===== src/rtl/prog_seq_counter.sv =====
// -----------------------------------------------------------------------------
// prog_seq_counter
//
// Purpose:
//   Programmable sequence counter. It walks an index through a run-time
//   writable table of WIDTH-bit values and presents the selected value on q.
//   The walk can go forward or in reverse. The active length is set by
//   len_m1, the index of the last active entry. At the end of the sequence the
//   counter either wraps or, in one-shot mode, halts with done set.
//
// Parameters:
//   WIDTH     bits per sequence value
//   DEPTH     number of table entries (power of two, >= 2)
//   IDX_W     log2(DEPTH)
//   RESET_SEQ packed table contents loaded on reset, entry 0 in the LSBs
//
// Ports:
//   clk      in   rising-edge clock
//   clear    in   asynchronous reset, active low
//   en       in   advance one step per clock when high
//   dir      in   0 = forward (idx+1), 1 = reverse (idx-1)
//   mode     in   0 = wrap, 1 = one-shot (halt at sequence end)
//   len_m1   in   index of the last active table entry
//   sync_clr in   synchronous restart; overrides en
//   wr_en    in   table write strobe
//   wr_addr  in   table write index
//   wr_data  in   table write value
//   q        out  current sequence value (registered)
//   idx      out  current table index (registered)
//   tc       out  terminal count (combinational from idx, dir, len_m1)
//   done     out  one-shot halted flag (registered)
// -----------------------------------------------------------------------------
module prog_seq_counter #(
  parameter int                     WIDTH     = 4,
  parameter int                     DEPTH     = 8,
  parameter int                     IDX_W     = 3,
  parameter logic [WIDTH*DEPTH-1:0] RESET_SEQ = 32'hF9DA8740
) (
  input  logic             clk,
  input  logic             clear,
  input  logic             en,
  input  logic             dir,
  input  logic             mode,
  input  logic [IDX_W-1:0] len_m1,
  input  logic             sync_clr,
  input  logic             wr_en,
  input  logic [IDX_W-1:0] wr_addr,
  input  logic [WIDTH-1:0] wr_data,
  output logic [WIDTH-1:0] q,
  output logic [IDX_W-1:0] idx,
  output logic             tc,
  output logic             done
);

  localparam logic [IDX_W-1:0] IDX_ZERO = '0;
  localparam logic [IDX_W-1:0] IDX_ONE  = IDX_W'(1);

  // The control state is small. The counter is either running or parked
  // after a one-shot pass has finished.
  typedef enum logic [0:0] {
    ST_RUN  = 1'b0,
    ST_DONE = 1'b1
  } state_t;

  state_t           state_q;
  state_t           state_d;

  logic [WIDTH-1:0] table_q [DEPTH];
  logic [IDX_W-1:0] idx_q;
  logic [IDX_W-1:0] idx_d;
  logic [WIDTH-1:0] q_q;
  logic             load;
  logic             step;
  logic             at_end;

  // "End of sequence" depends on direction. Going forward, the end is the
  // last active index or anything beyond it, because len_m1 may have shrunk
  // under a running counter. Going in reverse, the end is index 0. The same
  // term drives the tc output.
  assign at_end = dir ? (idx_q == IDX_ZERO) : (idx_q >= len_m1);

  // A step is only taken while running. In the parked state en is ignored
  // until a restart or reset.
  assign step = en && (state_q == ST_RUN);

  // State register for the run/done control.
  always_ff @(posedge clk or negedge clear) begin
    if (!clear) begin
      state_q <= ST_RUN;
    end else begin
      state_q <= state_d;
    end
  end

  // Next-state logic. A restart always returns to running. A one-shot step
  // taken at the end of the sequence parks the counter instead of wrapping.
  always_comb begin
    state_d = state_q;
    if (sync_clr) begin
      state_d = ST_RUN;
    end else if (step && mode && at_end) begin
      state_d = ST_DONE;
    end
  end

  // Output decode for the control state.
  always_comb begin
    done = (state_q == ST_DONE);
  end

  // Next index selection, with restart taking priority over stepping.
  // 'load' marks every edge where q must be refreshed from the table.
  // This includes a one-shot halting step, where the index itself stays put.
  // In reverse, an index left beyond a shortened len_m1 is pulled back onto
  // the last active entry rather than walking down through dead entries.
  always_comb begin
    idx_d = idx_q;
    load  = 1'b0;
    if (sync_clr) begin
      idx_d = dir ? len_m1 : IDX_ZERO;
      load  = 1'b1;
    end else if (step) begin
      load = 1'b1;
      if (at_end) begin
        if (!mode) begin
          idx_d = dir ? len_m1 : IDX_ZERO;
        end
      end else if (dir) begin
        idx_d = (idx_q > len_m1) ? len_m1 : (idx_q - IDX_ONE);
      end else begin
        idx_d = idx_q + IDX_ONE;
      end
    end
  end

  // Index and value registers. q reads table_q through a non-blocking
  // update. A write landing on the same entry in this cycle is therefore not
  // seen yet, and q gets the old contents.
  always_ff @(posedge clk or negedge clear) begin
    if (!clear) begin
      idx_q <= IDX_ZERO;
      q_q   <= RESET_SEQ[WIDTH-1:0];
    end else if (load) begin
      idx_q <= idx_d;
      q_q   <= table_q[idx_d];
    end
  end

  // Sequence table storage. It reloads from RESET_SEQ on reset and accepts a
  // write on any edge, whatever the counter is doing.
  always_ff @(posedge clk or negedge clear) begin
    if (!clear) begin
      for (int i = 0; i < DEPTH; i++) begin
        table_q[i] <= RESET_SEQ[i*WIDTH +: WIDTH];
      end
    end else if (wr_en) begin
      table_q[wr_addr] <= wr_data;
    end
  end

  // Output mapping.
  always_comb begin
    q   = q_q;
    idx = idx_q;
    tc  = at_end;
  end

endmodule


===== config.mk =====
export PLATFORM = sky130hd
export DESIGN_NAME = prog_seq_counter
export DESIGN_NICKNAME = d
export VERILOG_FILES = /design/src/rtl/prog_seq_counter.sv
export SDC_FILE = /design/constraint.sdc
export NUM_CORES = 1
export LEC_CHECK = 0
export BUFFER_PORTS_ARGS = -buffer_cell sky130_fd_sc_hd__clkbuf_2
export CORE_MARGIN = 4
export CORE_UTILIZATION = 35
export DETAILED_ROUTE_END_ITERATION = 10
export PLACE_DENSITY = 0.59
export RECOVER_POWER = 25
export SETUP_SLACK_MARGIN = 0.2
export SLEW_MARGIN = 20
export SYNTH_ARGS = -nofsm -noshare
export SYNTH_HDL_FRONTEND = slang
export SYNTH_SLANG_ARGS = --single-unit
export TNS_END_PERCENT = 30

===== constraint.sdc =====
create_clock -name clk -period 6.5 [get_ports clk]
set_input_delay 0.975 -clock clk [delete_from_list [all_inputs] [get_ports clk]]
set_output_delay 0.975 -clock clk [all_outputs]
set_load 0.02 [all_outputs]

==> run summary, run 1 <==
Fmax - 0.2790 GHz
Initial DRC Count - 64
Root buffer cell - clkbuf_8
Overflow after GRT - 0
DP HPWL - 3614 um
DRT Wirelength - 4778 um
Area taken by multi-input logic gates - 1200 um2
Setup Buffers After CTS - 0
FF+latch area - 1021 um2
Commonest non-fill, non-tap cells in the layout - 32 x mux2_2, 24 x dfrtp_1, 23 x clkbuf_2
Synth area leader - dfrtp_1
Relative slew margins - -37.64%
Clk_lat worst skew - 0.29 ns
Routed len/inst - 16.65 um
Final Instance Count excl. Fillers - 287
Critical path class - primary input to flop
Placed cells - 279
Vias in the first global route - 1563
Fin. max-slew vios - 41
Via-to-Cell Ratio - 5.307
Slew @ Worst Pin - 2.065 ns
Commonest non-fill, non-tap cell in the layout - mux2_2
DR vias - 1523
Post-synth EDFFs - 0
Pin count of the biggest net entering global routing - 41
GRT Overall Usage - 13.28%
Initial antenna violation count - 0
Violated checks - capacitance limit, slew limit
Critical path required time - 6.68 ns
Die ar. - 7880 um2
Post-placement setup slack - 2.552 ns
Sequential share of the synthesized area - 44.71%
Min Hold Slack - 0.5120 ns
Row count - 29
Static leakage - 1.124 nW
RSZ-0062 raised after global routing - no
Setup slack after layout - 2.915 ns
Post-layout min period - 3.585 ns
Main area contributors after synthesis - dfrtp_1 26%, dfstp_2 18%, mux2_2 16%
Port Buffers - 25
Die X - 88.77 um
Fin util - 40.53%
Count of cell types in the netlist - 49
Clock-pin slew on the worst setup and hold paths - 0.08 ns
Mapped Nets - 203
TritonCTS clock tree - yes
Data arrival time of the critical path - 3.76 ns
Yosys reg bits - 40
Peak supply drop - 0.0002364 V
Placer Congestion - 0.9799
Crit end category - flop
Synth Warn # - 0
Most used DFF post-synth - dfrtp_1
Final Cycle Share - 55.15%
Mean Syn Cell Area - 12.69 um2
HP Class - flop to flop
Total CTS buffers - 5
Final hold violations - 0
Initial Util - 35.96%
Final Skew - 0.008822 ns
Layout cells sized above 1 - 45.24%
Drc violations - 0
Yosys top cell area share - 26.30%
FFs w/ async S/R, synth - 100.0%
Cts hold-fix bufs - 0
CP startpoint kind - primary input
CTS Buffer Depth - 2
Final instance area - 2574 um2
Diodes inserted - 0
Fin nets - 232
DRT antenna net count - 0
Setup violators final - 0
Die H - 88.77 um
Fillers - 617
Tot Pwr - 0.7900 mW
Core ar. - 6350 um2
Total iterations of the first detailed-routing run - 4
Synth-to-layout area growth - 12.71%
I/O Pins - 26
CTS resizes - 0
Status - finished with violations
Global-route wire length before repair - 8066 um
Placement Cell Area - 2469 um2
Setup Total Neg Slack - 0 ns
Clock tree sinks - 40
PD cells - 306.9 nW/um2
Synthesized cell area - 2283 um2
Max-cap violations - 1
Crit path max fanout - 17
Syn Inst Count - 180
Htree depth - 2
-- final timing paths --
path | from | endpoint | slack [ns] | depth (start not counted)
setup / recovery | len_m1[1] | q[2]$_DFFE_PN0P_ | 2.92 | 10
setup reg to reg | idx[0]$_DFFE_PN0P_ | q[2]$_DFFE_PN0P_ | 3.18 | 10
min in group asynchronous | clear | table_q[9]$_DFFE_PN0P_ | 1.28 | 1
max in group asynchronous | clear | table_q[24]$_DFFE_PN0P_ | 4.04 | 1
hold reg to reg | table_q[23]$_DFFE_PN0P_ | table_q[23]$_DFFE_PN0P_ | 0.51 | 1
hold / removal | table_q[23]$_DFFE_PN0P_ | table_q[23]$_DFFE_PN0P_ | 0.51 | 1
-- critical path, cell delays in order --
cell and delay, ns:
clkbuf_2 0.10, inv_1 0.06, ha_1 0.33, a211o_2 0.40, a21oi_1 0.17, o21bai_2 0.10
a221oi_4 0.78, mux4_2 0.42, and2b_1 0.17, a221o_1 0.25
-- logic make-up after synthesis --
| logic type | synth area share [%] |
|---|---|
| xor+xnor | 0.7673 |
| mux | 22.79 |
| buf+inv | 2.740 |
| compound gates | 15.12 |
| simple gates | 10.58 |
| fa+ha+maj | 3.288 |
| flops | 44.71 |
-- cells in the mapped netlist, types with 2 or more instances --
master     n
mux2_2    32
dfrtp_1   24
dfstp_2   16
a21oi_1    8
inv_1      7
mux2i_1    7
nand2_1    7
nor2b_1    7
ha_1       6
nor2_1     5
a211o_1    4
a221o_1    4
mux4_2     4
and2b_1    3
nand4b_1   3
o21ai_0    3
a211oi_1   2
buf_6      2
nand3_1    2
nor3_1     2
nor3b_1    2
o21a_1     2
xor2_1     2
-- flip-flops by register name, indices dropped and copies added (netlist names) --
signal	flops
table_q	32
q	4
idx	3
done	1
-- report_power, final --
| group | internal (mW) | leakage (nW) | total [mW] | switching, mW |
|---|---|---|---|---|
| clock | 0.114 | 0.0552 | 0.197 | 0.0829 |
| combinational | 0.118 | 0.610 | 0.236 | 0.118 |
| sequential | 0.321 | 0.459 | 0.357 | 0.0363 |
| total | 0.552 | 1.12 | 0.790 | 0.238 |
-- layout make-up --
class                      instances  share of cell area [%]
timing repair buffer              25                   4.764
clock inverter                     2                   1.361
sequential                        40                   39.67
tap                               77                   3.743
inverter                           7                   1.021
multi-input combinational        130                   46.62
clock buffer                       6                   2.820
-- per-layer routing --
layer | global-route usage, % | part of all wire [%] | vias up
met4 | 2.473 | 0.82 | 0
li1 | - | - | 739
met2 | 21.73 | 47 | 28
met3 | 2.700 | 4.2 | 5
met1 | 18.36 | 48 | 751
met5 | 0 | 0 | -
Power figures use the tool's default switching activity.
==> run 2, diff against run 1 <==
==> constraint.sdc (replaced) <==
create_clock -name clk -period 3.3 [get_ports clk]
set_input_delay 0.495 -clock clk [delete_from_list [all_inputs] [get_ports clk]]
set_output_delay 0.495 -clock clk [all_outputs]
set_load 0.02 [all_outputs]
==> run 2 against run 1 <==
The run now ends clean. Count of clock-buffer cells in the layout grew 2. Clock skew shrank 0.0033 ns. Utilization grew 0.85 points. Setup slack lost 2.5 ns. First-iteration DRC count grew 7.8%. Sequential share of layout area shrank 0.81 points. Design area grew 2.1%. Routed wire length grew 6.7%. Sequential cell count is the same. Via count grew 4.8%. Critical path type is now flop to flop.
==> run summary, run 2 (synthesis results as in run 1) <==
Total CTS buffers - 5
Critical path class - flop to flop
DP HPWL - 3745 um
Max FFs per register - 32
Top reg by flops - table_q
Initial DRC Count - 69
Diodes inserted - 0
Overflow after GRT - 0
DR vias - 1596
PD cells - 578.5 nW/um2
Commonest non-fill, non-tap cells in the layout - 32 x mux2_2, 24 x dfrtp_1, 24 x clkbuf_2
Fmax - 0.3497 GHz
Clock-pin slew on the worst setup and hold paths - 0.07 ns
Post-placement setup slack - 0.1228 ns
Setup violators final - 0
GRT Overall Usage - 13.82%
Post-layout min period - 2.860 ns
Root buffer cell - clkbuf_8
Drc violations - 0
Final Skew - 0.005484 ns
Area taken by multi-input logic gates - 1216 um2
Synth-to-layout area growth - 15.07%
Initial antenna violation count - 0
CP startpoint kind - flop
Tot Pwr - 1.520 mW
Sequential power share - 45.7%
Die H - 88.77 um
Final Instance Count excl. Fillers - 294
Relative slew margins - 3.827%
Row count - 29
DRT antenna net count - 0
TritonCTS clock tree - yes
Layout cells sized above 1 - 46.54%
Fin. max-slew vios - 0
Pin count of the biggest net entering global routing - 41
Slew @ Worst Pin - 1.443 ns
Initial Util - 35.96%
FF+latch area - 1021 um2
Clk_lat worst skew - 0.28 ns
Final hold violations - 0
Vias in the first global route - 1621
Setup Total Neg Slack - 0 ns
Peak supply drop - 0.0003116 V
Die ar. - 7880 um2
Critical path required time - 3.47 ns
Static leakage - 1.152 nW
Port Buffers - 25
Fin nets - 239
RSZ-0062 raised after global routing - no
Clock network power share - 21.3%
Via-to-Cell Ratio - 5.429
Data arrival time of the critical path - 3.03 ns
Cell internal pwr - 1.052 mW
HP Class - primary input to async pin
Comb pwr share - 33.0%
DRT Wirelength - 5098 um
Status - completed
Switch share - 30.78%
Placed cells - 284
Core ar. - 6350 um2
Routed len/inst - 17.34 um
Commonest non-fill, non-tap cell in the layout - mux2_2
Clock tree sinks - 40
Crit end category - flop
Crit path max fanout - 5
CTS Buffer Depth - 2
Final Cycle Share - 86.65%
Setup slack after layout - 0.4404 ns
I/O Pins - 26
Global-route wire length before repair - 8342 um
Max-cap violations - 0
CTS resizes - 0
Die X - 88.77 um
Placer Congestion - 0.8464
Htree depth - 2
Fillers - 621
Total iterations of the first detailed-routing run - 4
Psw - 0.4679 mW
[run 2: changes by cell type in the layout (fill, tap and decap cells not counted), sizes merged]
cell,before,now
buf,0,5
clkbuf,31,34
bufinv,1,0
clkinv,1,0
o311ai,2,3
[run 2: timing repair]
action / 4_1_cts / 5_1_grt
hold buffers: 0 / 0
setup endpoints to repair: 0 / 4
setup buffers: 0 / 0
[run 2: power by group through the flow]
stage	combinational [mW]	sequential (mW)	clock (mW)
final	0.502	0.695	0.324
after global routing	0.553	0.708	0.360
after CTS	0.502	0.695	0.338
after detailed placement	0.500	0.704	0
after global placement	0.492	0.700	0
after floorplan	0.333	0.715	0
[run 2: metrics by stage]
step | cell area, um2 | util, % | hold WS (ns)
2_1_floorplan | 2283 | - | 0.1994
3_3_place_gp | 2519 | 39.67 | 0.4851
3_5_place_dp | 2519 | 39.67 | 0.4878
4_1_cts | 2609 | 41.08 | 0.3969
5_1_grt | 2628 | 41.38 | 0.2790
6_report | 2628 | 41.38 | 0.2370
[run 2: per-layer routing]
metal	wire, um	track usage [%]	up-vias
li1	-	-	760
met1	2381	19.52	790
met2	2413	21.86	40
met3	251	2.700	6
met4	52	3.297	0
met5	0	0	-
[run 2: path summary, 6_finish.rpt]
| check | start | end | slack [ns] | cells after the start |
|---|---|---|---|---|
| worst max-delay path | idx[0]$_DFFE_PN0P_ | q[3]$_DFFE_PN0P_ | 0.44 | 9 |
| worst max register to register | idx[0]$_DFFE_PN0P_ | q[3]$_DFFE_PN0P_ | 0.44 | 9 |
| worst min register to register | table_q[28]$_DFFE_PN0P_ | table_q[28]$_DFFE_PN0P_ | 0.50 | 1 |
| worst min-delay path | clear | q[3]$_DFFE_PN0P_ | 0.24 | 1 |
| max in group asynchronous | clear | q[0]$_DFFE_PN0P_ | 1.30 | 2 |
| min in group clk | en | done$_DFFE_PN0P_ | 0.49 | 3 |
[run 2: worst max-delay path: stages (launching register included)]
cell	delay [ns]
dfrtp_1	0.37
inv_1	0.10
ha_1	0.27
nor2b_1	0.22
o21ai_2	0.12
mux2i_1	0.21
o311ai_4	0.47
mux4_2	0.55
and2b_1	0.16
a221o_1	0.25
[run 2: cell type report]
type                            instances  share of cell area, %
Clock buffer                            8                  3.429
Inverter                                7                  1.000
Multi-Input combinational cell        131                  46.29
Sequential cell                        40                  38.86
Tap cell                               77                  3.667
Timing Repair Buffer                   31                  6.762
